## config.mk

```make
export PLATFORM = sky130hd
export DESIGN_NAME = tinyalu_cmd_issuer
export DESIGN_NICKNAME = d
export VERILOG_FILES = /design/src/rtl/tinyalu_pkg.sv /design/src/rtl/tinyalu_cmd_fifo.sv /design/src/rtl/tinyalu_cmd_issuer.sv
export SDC_FILE = /design/constraint.sdc
export NUM_CORES = 1
export LEC_CHECK = 0
export BUFFER_PORTS_ARGS = -buffer_cell sky130_fd_sc_hd__buf_4
export CORE_ASPECT_RATIO = 1.4
export CORE_MARGIN = 5
export CORE_UTILIZATION = 55
export DETAILED_ROUTE_END_ITERATION = 7
export PLACE_DENSITY = 0.8
export SYNTH_ARGS = -nofsm -noshare
export SYNTH_HDL_FRONTEND = slang
export SYNTH_SLANG_ARGS = --single-unit
```

## constraint.sdc

```tcl
create_clock -name clk -period 4.9 [get_ports clk]
set_input_delay 1.47 -clock clk [delete_from_list [all_inputs] [get_ports clk]]
set_output_delay 1.47 -clock clk [all_outputs]
set_load 0.01 [all_outputs]
```

## src/rtl/tinyalu_pkg.sv

```systemverilog
// Shared types for the TinyALU command issuer: operation codes, FSM states
// and the queued command payload.
package tinyalu_pkg;

    localparam int unsigned DATA_W = 8;
    localparam int unsigned RES_W  = 16;
    localparam int unsigned OP_W   = 3;
    localparam int unsigned CMD_W  = OP_W + 2 * DATA_W;

    typedef enum logic [2:0] {
        no_op  = 3'b000,
        add_op = 3'b001,
        and_op = 3'b010,
        xor_op = 3'b011,
        mul_op = 3'b100,
        rst_op = 3'b111
    } operation_t;

    typedef enum logic [2:0] {
        st_idle,
        st_issue,
        st_wait_done,
        st_alu_rst,
        st_resp
    } issuer_state_t;

    // FIFO entry layout {op, b, a}
    typedef struct packed {
        operation_t        op;
        logic [DATA_W-1:0] b;
        logic [DATA_W-1:0] a;
    } cmd_t;

endpackage

```

## src/rtl/tinyalu_cmd_fifo.sv

```systemverilog
// Command FIFO for the TinyALU issuer; power-of-two depth, registered
// full/empty flags, synchronous active-low reset.
module tinyalu_cmd_fifo
    import tinyalu_pkg::*;
#(
    parameter int unsigned DEPTH = 4,
    parameter int unsigned WIDTH = CMD_W
) (
    input  logic             clk,
    input  logic             reset_n,
    input  logic             push,
    input  logic [WIDTH-1:0] push_data,
    input  logic             pop,
    output logic [WIDTH-1:0] pop_data,
    output logic             full,
    output logic             empty
);

    localparam int unsigned AW = (DEPTH > 1) ? $clog2(DEPTH) : 1;
    localparam int unsigned CW = AW + 1;

    logic [WIDTH-1:0] mem [DEPTH];
    logic [AW-1:0]    wr_ptr;
    logic [AW-1:0]    rd_ptr;
    logic [CW-1:0]    count;
    logic [CW-1:0]    count_nxt;
    logic             do_push;
    logic             do_pop;

    assign do_push  = push && !full;
    assign do_pop   = pop && !empty;
    assign pop_data = mem[rd_ptr];

    // simultaneous push and pop leaves occupancy unchanged
    always_comb begin
        count_nxt = count + CW'(do_push) - CW'(do_pop);
    end

    always_ff @(posedge clk) begin
        if (!reset_n) begin
            wr_ptr <= '0;
            rd_ptr <= '0;
            count  <= '0;
            full   <= 1'b0;
            empty  <= 1'b1;
        end else begin
            if (do_push) wr_ptr <= wr_ptr + AW'(1);
            if (do_pop)  rd_ptr <= rd_ptr + AW'(1);
            count <= count_nxt;
            full  <= (count_nxt == CW'(DEPTH));
            empty <= (count_nxt == CW'(0));
        end
    end

    always_ff @(posedge clk) begin
        if (do_push) mem[wr_ptr] <= push_data;
    end

endmodule

```

## src/rtl/tinyalu_cmd_issuer.sv

```systemverilog
// Queues ALU commands and sequences them onto a TinyALU, returning one response
// per command. Optional WAIT_DONE timeout: define TINYALU_ISSUER_TIMEOUT_EN.
module tinyalu_cmd_issuer
    import tinyalu_pkg::*;
#(
    parameter int unsigned FIFO_DEPTH     = 4,
    parameter int unsigned TIMEOUT_CYCLES = 32
) (
    input  logic        clk,
    input  logic        reset_n,
    input  logic        cmd_valid,
    output logic        cmd_ready,
    input  logic [7:0]  cmd_a,
    input  logic [7:0]  cmd_b,
    input  logic [2:0]  cmd_op,
    output logic [7:0]  alu_a,
    output logic [7:0]  alu_b,
    output logic [2:0]  alu_op,
    output logic        alu_start,
    input  logic        alu_done,
    input  logic [15:0] alu_result,
    output logic        alu_rst_n,
    output logic        rsp_valid,
    input  logic        rsp_ready,
    output logic [15:0] rsp_result,
    output logic [2:0]  rsp_op,
    output logic        rsp_err,
    output logic        busy
);

    if (FIFO_DEPTH < 2 || (FIFO_DEPTH & (FIFO_DEPTH - 1)) != 0 || TIMEOUT_CYCLES == 0) begin : g_bad_cfg
        $error("tinyalu_cmd_issuer: FIFO_DEPTH must be a power of 2 >= 2, TIMEOUT_CYCLES > 0");
    end

    issuer_state_t state;
    cmd_t          push_cmd;
    cmd_t          head;
    logic          fifo_push;
    logic          fifo_pop;
    logic          fifo_full;
    logic          fifo_empty;
    logic          rst_done;
    logic          alu_rst_pulse;

    always_comb begin
        push_cmd    = '0;
        push_cmd.op = operation_t'(cmd_op);
        push_cmd.b  = cmd_b;
        push_cmd.a  = cmd_a;
    end

    assign fifo_push = cmd_valid && cmd_ready;
    assign fifo_pop  = (state == st_idle) && !fifo_empty;
    // held low through reset and for one cycle after release
    assign cmd_ready = rst_done && !fifo_full;
    assign busy      = (state != st_idle) || !fifo_empty;
    assign alu_rst_n = reset_n && !alu_rst_pulse;

    tinyalu_cmd_fifo #(
        .DEPTH (FIFO_DEPTH),
        .WIDTH (CMD_W)
    ) u_fifo (
        .clk       (clk),
        .reset_n   (reset_n),
        .push      (fifo_push),
        .push_data (push_cmd),
        .pop       (fifo_pop),
        .pop_data  (head),
        .full      (fifo_full),
        .empty     (fifo_empty)
    );

`ifdef TINYALU_ISSUER_TIMEOUT_EN
    localparam int unsigned TMO_W = $clog2(TIMEOUT_CYCLES) + 1;
    logic [TMO_W-1:0] tmo_cnt;
`else
    assign rsp_err = 1'b0;
`endif

    always_ff @(posedge clk) begin
        if (!reset_n) begin
            state         <= st_idle;
            rst_done      <= 1'b0;
            alu_a         <= '0;
            alu_b         <= '0;
            alu_op        <= no_op;
            alu_start     <= 1'b0;
            alu_rst_pulse <= 1'b0;
            rsp_valid     <= 1'b0;
            rsp_result    <= '0;
            rsp_op        <= no_op;
`ifdef TINYALU_ISSUER_TIMEOUT_EN
            tmo_cnt       <= '0;
            rsp_err       <= 1'b0;
`endif
        end else begin
            rst_done <= 1'b1;
            case (state)
                st_idle: begin
                    if (!fifo_empty) begin
                        alu_a  <= head.a;
                        alu_b  <= head.b;
                        alu_op <= head.op;
                        if (head.op == rst_op) begin
                            alu_rst_pulse <= 1'b1;
                            state         <= st_alu_rst;
                        end else begin
                            alu_start <= 1'b1;
                            state     <= st_issue;
                        end
                    end
                end
                st_issue: begin
                    if (alu_op == no_op) begin
                        alu_start  <= 1'b0;
                        rsp_valid  <= 1'b1;
                        rsp_result <= '0;
                        rsp_op     <= alu_op;
`ifdef TINYALU_ISSUER_TIMEOUT_EN
                        rsp_err    <= 1'b0;
`endif
                        state      <= st_resp;
                    end else begin
`ifdef TINYALU_ISSUER_TIMEOUT_EN
                        tmo_cnt    <= '0;
`endif
                        state      <= st_wait_done;
                    end
                end
                st_wait_done: begin
                    if (alu_done) begin
                        alu_start  <= 1'b0;
                        rsp_valid  <= 1'b1;
                        rsp_result <= alu_result;
                        rsp_op     <= alu_op;
`ifdef TINYALU_ISSUER_TIMEOUT_EN
                        rsp_err    <= 1'b0;
`endif
                        state      <= st_resp;
                    end
`ifdef TINYALU_ISSUER_TIMEOUT_EN
                    else if (tmo_cnt == TMO_W'(TIMEOUT_CYCLES - 1)) begin
                        alu_start  <= 1'b0;
                        rsp_valid  <= 1'b1;
                        rsp_result <= 16'hFFFF;
                        rsp_op     <= alu_op;
                        rsp_err    <= 1'b1;
                        state      <= st_resp;
                    end else begin
                        tmo_cnt <= tmo_cnt + TMO_W'(1);
                    end
`endif
                end
                st_alu_rst: begin
                    alu_rst_pulse <= 1'b0;
                    rsp_valid     <= 1'b1;
                    rsp_result    <= '0;
                    rsp_op        <= alu_op;
`ifdef TINYALU_ISSUER_TIMEOUT_EN
                    rsp_err       <= 1'b0;
`endif
                    state         <= st_resp;
                end
                st_resp: begin
                    if (rsp_ready) begin
                        rsp_valid <= 1'b0;
                        state     <= st_idle;
                    end
                end
                default: state <= st_idle;
            endcase
        end
    end

endmodule

```

# After elaboration in Yosys (flattened, before gate mapping)
# Memory sizes are Yosys's and may differ from the RTL's. A register that Yosys moved wholly into a read port is not among the register bits.
# Index checks and enable logic that the tools add are counted.
# classes
reduce_logical,24
muxes,29
n_eq_ne,12
bitwise,1
n_addsub,4
# op_table
cell,count
case mux 16 bit (3 select lines),1
two-way mux 16 bit,2
two-way mux 3 bit,6
case mux 3 bit (5 select lines),1
two-way mux 1 bit,12
"!= test 2 bit, second input constant",5
"== test 3 bit, second input constant",3
zero test 3 bit,3
case mux 3 bit (3 select lines),1
AND reduction 3 bit,3
nonzero test 3 bit,3
"== test 3 x 2 -> 1 bit, second input constant",2
logical AND 1 bit,6
two-way mux 2 bit,3
AND reduction 5 bit,1
"adder 2 x 1 -> 2 bit, second input constant",2
case mux 1 bit (4 select lines),1
AND reduction 4 bit,1
nonzero test 4 bit,1
adder 3 x 1 -> 3 bit,1
"== test 3 x 1 -> 1 bit, second input constant",1
zero test 1 bit,3
case mux 1 bit (3 select lines),1
subtractor 3 x 1 -> 3 bit,1
6 further kinds,6
# totals
output_inout_bits,44
mem_bits_rw,76
reg_bits,54
mem_count,1
# memory_table
name,words,word_bits,read_ports,rd_ports_with_merged_regs,write_ports,line_no,rtl
u_fifo.mem,4,19,1,1,1,tinyalu_cmd_fifo.sv:22,logic [WIDTH-1:0] mem [DEPTH];

# Depth between registers and ports, before layout
# depth
depth_word,7
mapped_depth,12

# Hierarchy
# Synthesis repeated with hierarchy kept, for this count alone.
# unflattened
cells_unflattened,362
hier_area_um2,5159.9
# modules_own_cells
module,area_each_um2,seq_area_each_um2,cells_per_inst,n_inst
tinyalu_cmd_fifo,3293.2,2502.4,147,1
tinyalu_cmd_issuer,1866.8,900.9,215,1

# Worst setup path before layout
# OpenSTA, ideal clock, no wires.
# synth_path
path_kind,input to output
start,input port reset_n
end,output port alu_rst_n
slack_ns,1.365
t_required_ns,3.430
arrival_time_ns,2.065
stages,3
n_path_buf,2
cell_sequence,buf_2 clkbuf_1 nor2b_1
# synth_between
elab_chain_cells,1
# synth_rtl
item,line_no,rtl
start: declaration,tinyalu_cmd_issuer.sv:10,"input logic reset_n,"
logical AND 1 bit,tinyalu_cmd_issuer.sv:57,assign alu_rst_n = reset_n && !alu_rst_pulse;
end: declaration,tinyalu_cmd_issuer.sv:22,"output logic alu_rst_n,"
# No other way between the ends.

# Final worst setup path
# Same ends and word-level chain as after synthesis.

==> flow_summary_export.csv <==
group,metric,value,unit
final_layout,fin_nets,496,
global_routing,grt_usage,17.8,%
drt,drtPass1Iterations,4,
sta,slew_headroom,33.7,%
sta,final_max_slew_viol_count,0,
drt,drcViolationCount,0,
synth,ys_seq_area_share,65.6,%
sta,timing.setup.tns,0,ps
drt,route.final.wire_length,9590,µm
clocking,hold_buffers,0,
die,die_area,11500,µm²
critical_path,crit_path_end_kind,"output pin",
synth,synth_seq_cells,132,
final_layout,sequential_cell_area,3400,µm²
clocking,sink_count_of_the_clock_tree,132,
synth,post_synth_main_area_contributors,"sky130_fd_sc_hd__edfxtp_1 (44%), sky130_fd_sc_hd__dfxtp_1 (22%), sky130_fd_sc_hd__mux4_2 (8.2%)",
sta,clock-skew-final,6.82,ps
sta,grt_setup_unrepaired,"no",
sta,final_critical_path_time_including_i_o_delays_and_setup,3730,ps
clocking,tritoncts.num_buffers,17,
final_layout,post_layout_inst_area,6420,µm²
die,start_util,55.5,%
synth,syn-num-nets,416,
final_layout,drive_above_1_share,30.7,%
critical_path,worst-setup-path-type,"primary input to output pin",
synth,post_synth_inst_count,369,
power_and_ir_drop,power-per-cell-area,564,nW/µm²
final_layout,layout_common_cells,"sky130_fd_sc_hd__nand2_1 (85), sky130_fd_sc_hd__buf_4 (83), sky130_fd_sc_hd__edfxtp_1 (76), sky130_fd_sc_hd__dfxtp_1 (56)",
synth,mappedNetlistArea,5190,µm²
drt,detail_route.wl_per_cell,16.8,µm
run,maxCapViolations,0,
synth,synth_warnings,0,
sta,timing.final.ws_setup,1170,ps
clocking,postCtsSetupBuffers,0,
drt,total_via_count_in_the_routed_design,3063,
synth,synth_top_cell_area_share,44.0,%
clocking,tritoncts_clock_tree,"yes",
clocking,cts_htree_levels,4,
drt,drt-vias-per-instance,5.35,
final_layout,nFillCells,679,
critical_path,cp_data_arrival_time,2260,ps
critical_path,crit_required,3430,ps
synth,dominant_cell_type_by_area_after_synthesis,"sky130_fd_sc_hd__edfxtp_1",
final_layout,final_common_cell,"sky130_fd_sc_hd__nand2_1",
placed_design,detailedPlace.worstSlack,1160,ps
placed_design,dp.final_hpwl,6320,µm
drt,drt_iter0_drc,105,
placed_design,buffer_ports.inserted,82,
synth,syn_area_per_cell,14.1,µm²
die,number_of_top_level_design_ports,84,
clocking,number_of_gates_resized_after_cts,0,
global_routing,grt_start_max_net_pins,61,
power_and_ir_drop,cellLeakagePower,2.48,nW
global_routing,grt_pass1_vias,3182,
drt,detail-route-antenna-nets,0,
die,die_height,125,µm
global_routing,grt_overflow,0,
die,area_of_the_core,9350,µm²
final_layout,antenna-diode-count,0,
global_routing,first_pass_grt_wire_length,15600,µm
placed_design,gpl.final_weighted_congestion,0.749,
synth,synth_enable_flop_cells,76,
final_layout,multi_input_area,1590,µm²
power_and_ir_drop,finalPower,0.00363,W
final_layout,flow.area_growth_from_synthesis,23.8,%
die,dieWidth,92.1,µm
sta,tightestPinTransition,994,ps
critical_path,worst-path-max-fanout,60,
sta,finalHoldViolCount,0,
sta,setup_viol,0,
synth,top_flip_flop_cell_by_instance_count_after_synthesis,"sky130_fd_sc_hd__edfxtp_1",
clocking,clock_tree.buffer_depth,2,
run_status,outcome,"completed",
sta,timing.final.crit_share,76.1,%
global_routing,initial_antenna_violation_count,0,
placed_design,detailed_place.area,5790,µm²
die,fp-row-count,42,
clocking,cts.clk_slew.worst_paths,50,ps
synth,post_synth_num_cell_types,42,
synth,async_reset_ff_share,0,%
clocking,cts-root-buf,"sky130_fd_sc_hd__clkbuf_16",
sta,max_clock_freq,0.268,GHz
min_path,timing.hold.worst.class,"register to register",
clocking,clkLatencyLatePin,410,ps
power_and_ir_drop,worst_ir_drop_vdd,368,µV
critical_path,critPathLaunchType,"primary input",
-- per-stage QoR --
stage	hold slack, ps	util (%)	instances
after floorplan	424	-	369
after global placement	444	61.9	540
after detailed placement	441	61.9	540
after CTS	448	68.7	572
after global routing	478	68.7	572
final	445	68.7	572
-- layout make-up --
cell class                 count  share of cell area [%]
clock buffer                  18                    6.68
clock inverter                14                    3.23
inverter                       9                   0.526
multi-input combinational    206                    24.7
sequential                   132                    53.0
tap                          110                    2.14
timing repair buffer          83                    9.70
-- cells in the mapped netlist (6+ instances only) --
| cell | count |
|---|---|
| sky130_fd_sc_hd__ha_1 | 6 |
| sky130_fd_sc_hd__nand2_1 | 85 |
| sky130_fd_sc_hd__mux2i_1 | 19 |
| sky130_fd_sc_hd__mux4_2 | 19 |
| sky130_fd_sc_hd__nor2b_1 | 6 |
| sky130_fd_sc_hd__edfxtp_1 | 76 |
| sky130_fd_sc_hd__a21boi_1 | 6 |
| sky130_fd_sc_hd__dfxtp_1 | 56 |
| sky130_fd_sc_hd__and2_1 | 11 |
| sky130_fd_sc_hd__a21boi_0 | 15 |
| sky130_fd_sc_hd__inv_1 | 8 |
| sky130_fd_sc_hd__clkbuf_1 | 6 |
-- final timing paths --
path                                   start                         end  slack, ps  cells after the start
hold reg to reg   alu_rst_pulse$_SDFFE_PN0P_  alu_rst_pulse$_SDFFE_PN0P_        440                      2
setup / recovery                     reset_n                   alu_rst_n       1170                      3
hold / removal    alu_rst_pulse$_SDFFE_PN0P_  alu_rst_pulse$_SDFFE_PN0P_        440                      2
setup reg to reg       state[0]$_SDFFE_PN0P_      u_fifo.full$_SDFF_PN0_       1490                     10
-- sequential cells by signal, summed over array words and instances, names as in the netlist, named ones only --
name           cells
u_fifo.mem        76
rsp_result        16
alu_a              8
alu_b              8
alu_op             3
rsp_op             3
state              3
u_fifo.count       3
u_fifo.rd_ptr      2
u_fifo.wr_ptr      2
alu_rst_pulse      1
alu_start          1
rsp_valid          1
rst_done           1
u_fifo.empty       1
u_fifo.full        1
-- cell families (layout without fill, tap and decap cells) --
| family | Yosys count | count (layout) | synth area share, % |
|---|---|---|---|
| compound gates | 37 | 37 | 5.04 |
| xor+xnor | 5 | 5 | 0.844 |
| fa+ha+maj | 7 | 7 | 1.83 |
| buf+inv | 31 | 124 | 3.76 |
| flops | 132 | 132 | 65.6 |
| mux | 38 | 38 | 11.9 |
| other cells | 1 | 1 | 0.0723 |
| simple gates | 118 | 118 | 10.9 |
-- metal layers --
layer | vias to the layer above | GRT usage (%) | wire (µm)
met4 | 0 | 7.79 | 181
li1 | 1468 | - | -
met3 | 17 | 6.59 | 534
met5 | - | 0 | 0
met2 | 84 | 30.6 | 5100
met1 | 1494 | 19.5 | 3770
-- where the power goes --
| part | internal, W | switching [W] | leakage (nW) |
|---|---|---|---|
| combinational | 0.000409 | 0.000429 | 1.02 |
| clock | 0.000900 | 0.000454 | 0.312 |
| sequential | 0.00131 | 0.000127 | 1.15 |
-- worst max-delay path, stage by stage --
cell	delay [ps]
sky130_fd_sc_hd__buf_4	450
sky130_fd_sc_hd__nor2b_1	200
sky130_fd_sc_hd__buf_4	130
(Power assumes the default switching activity.)
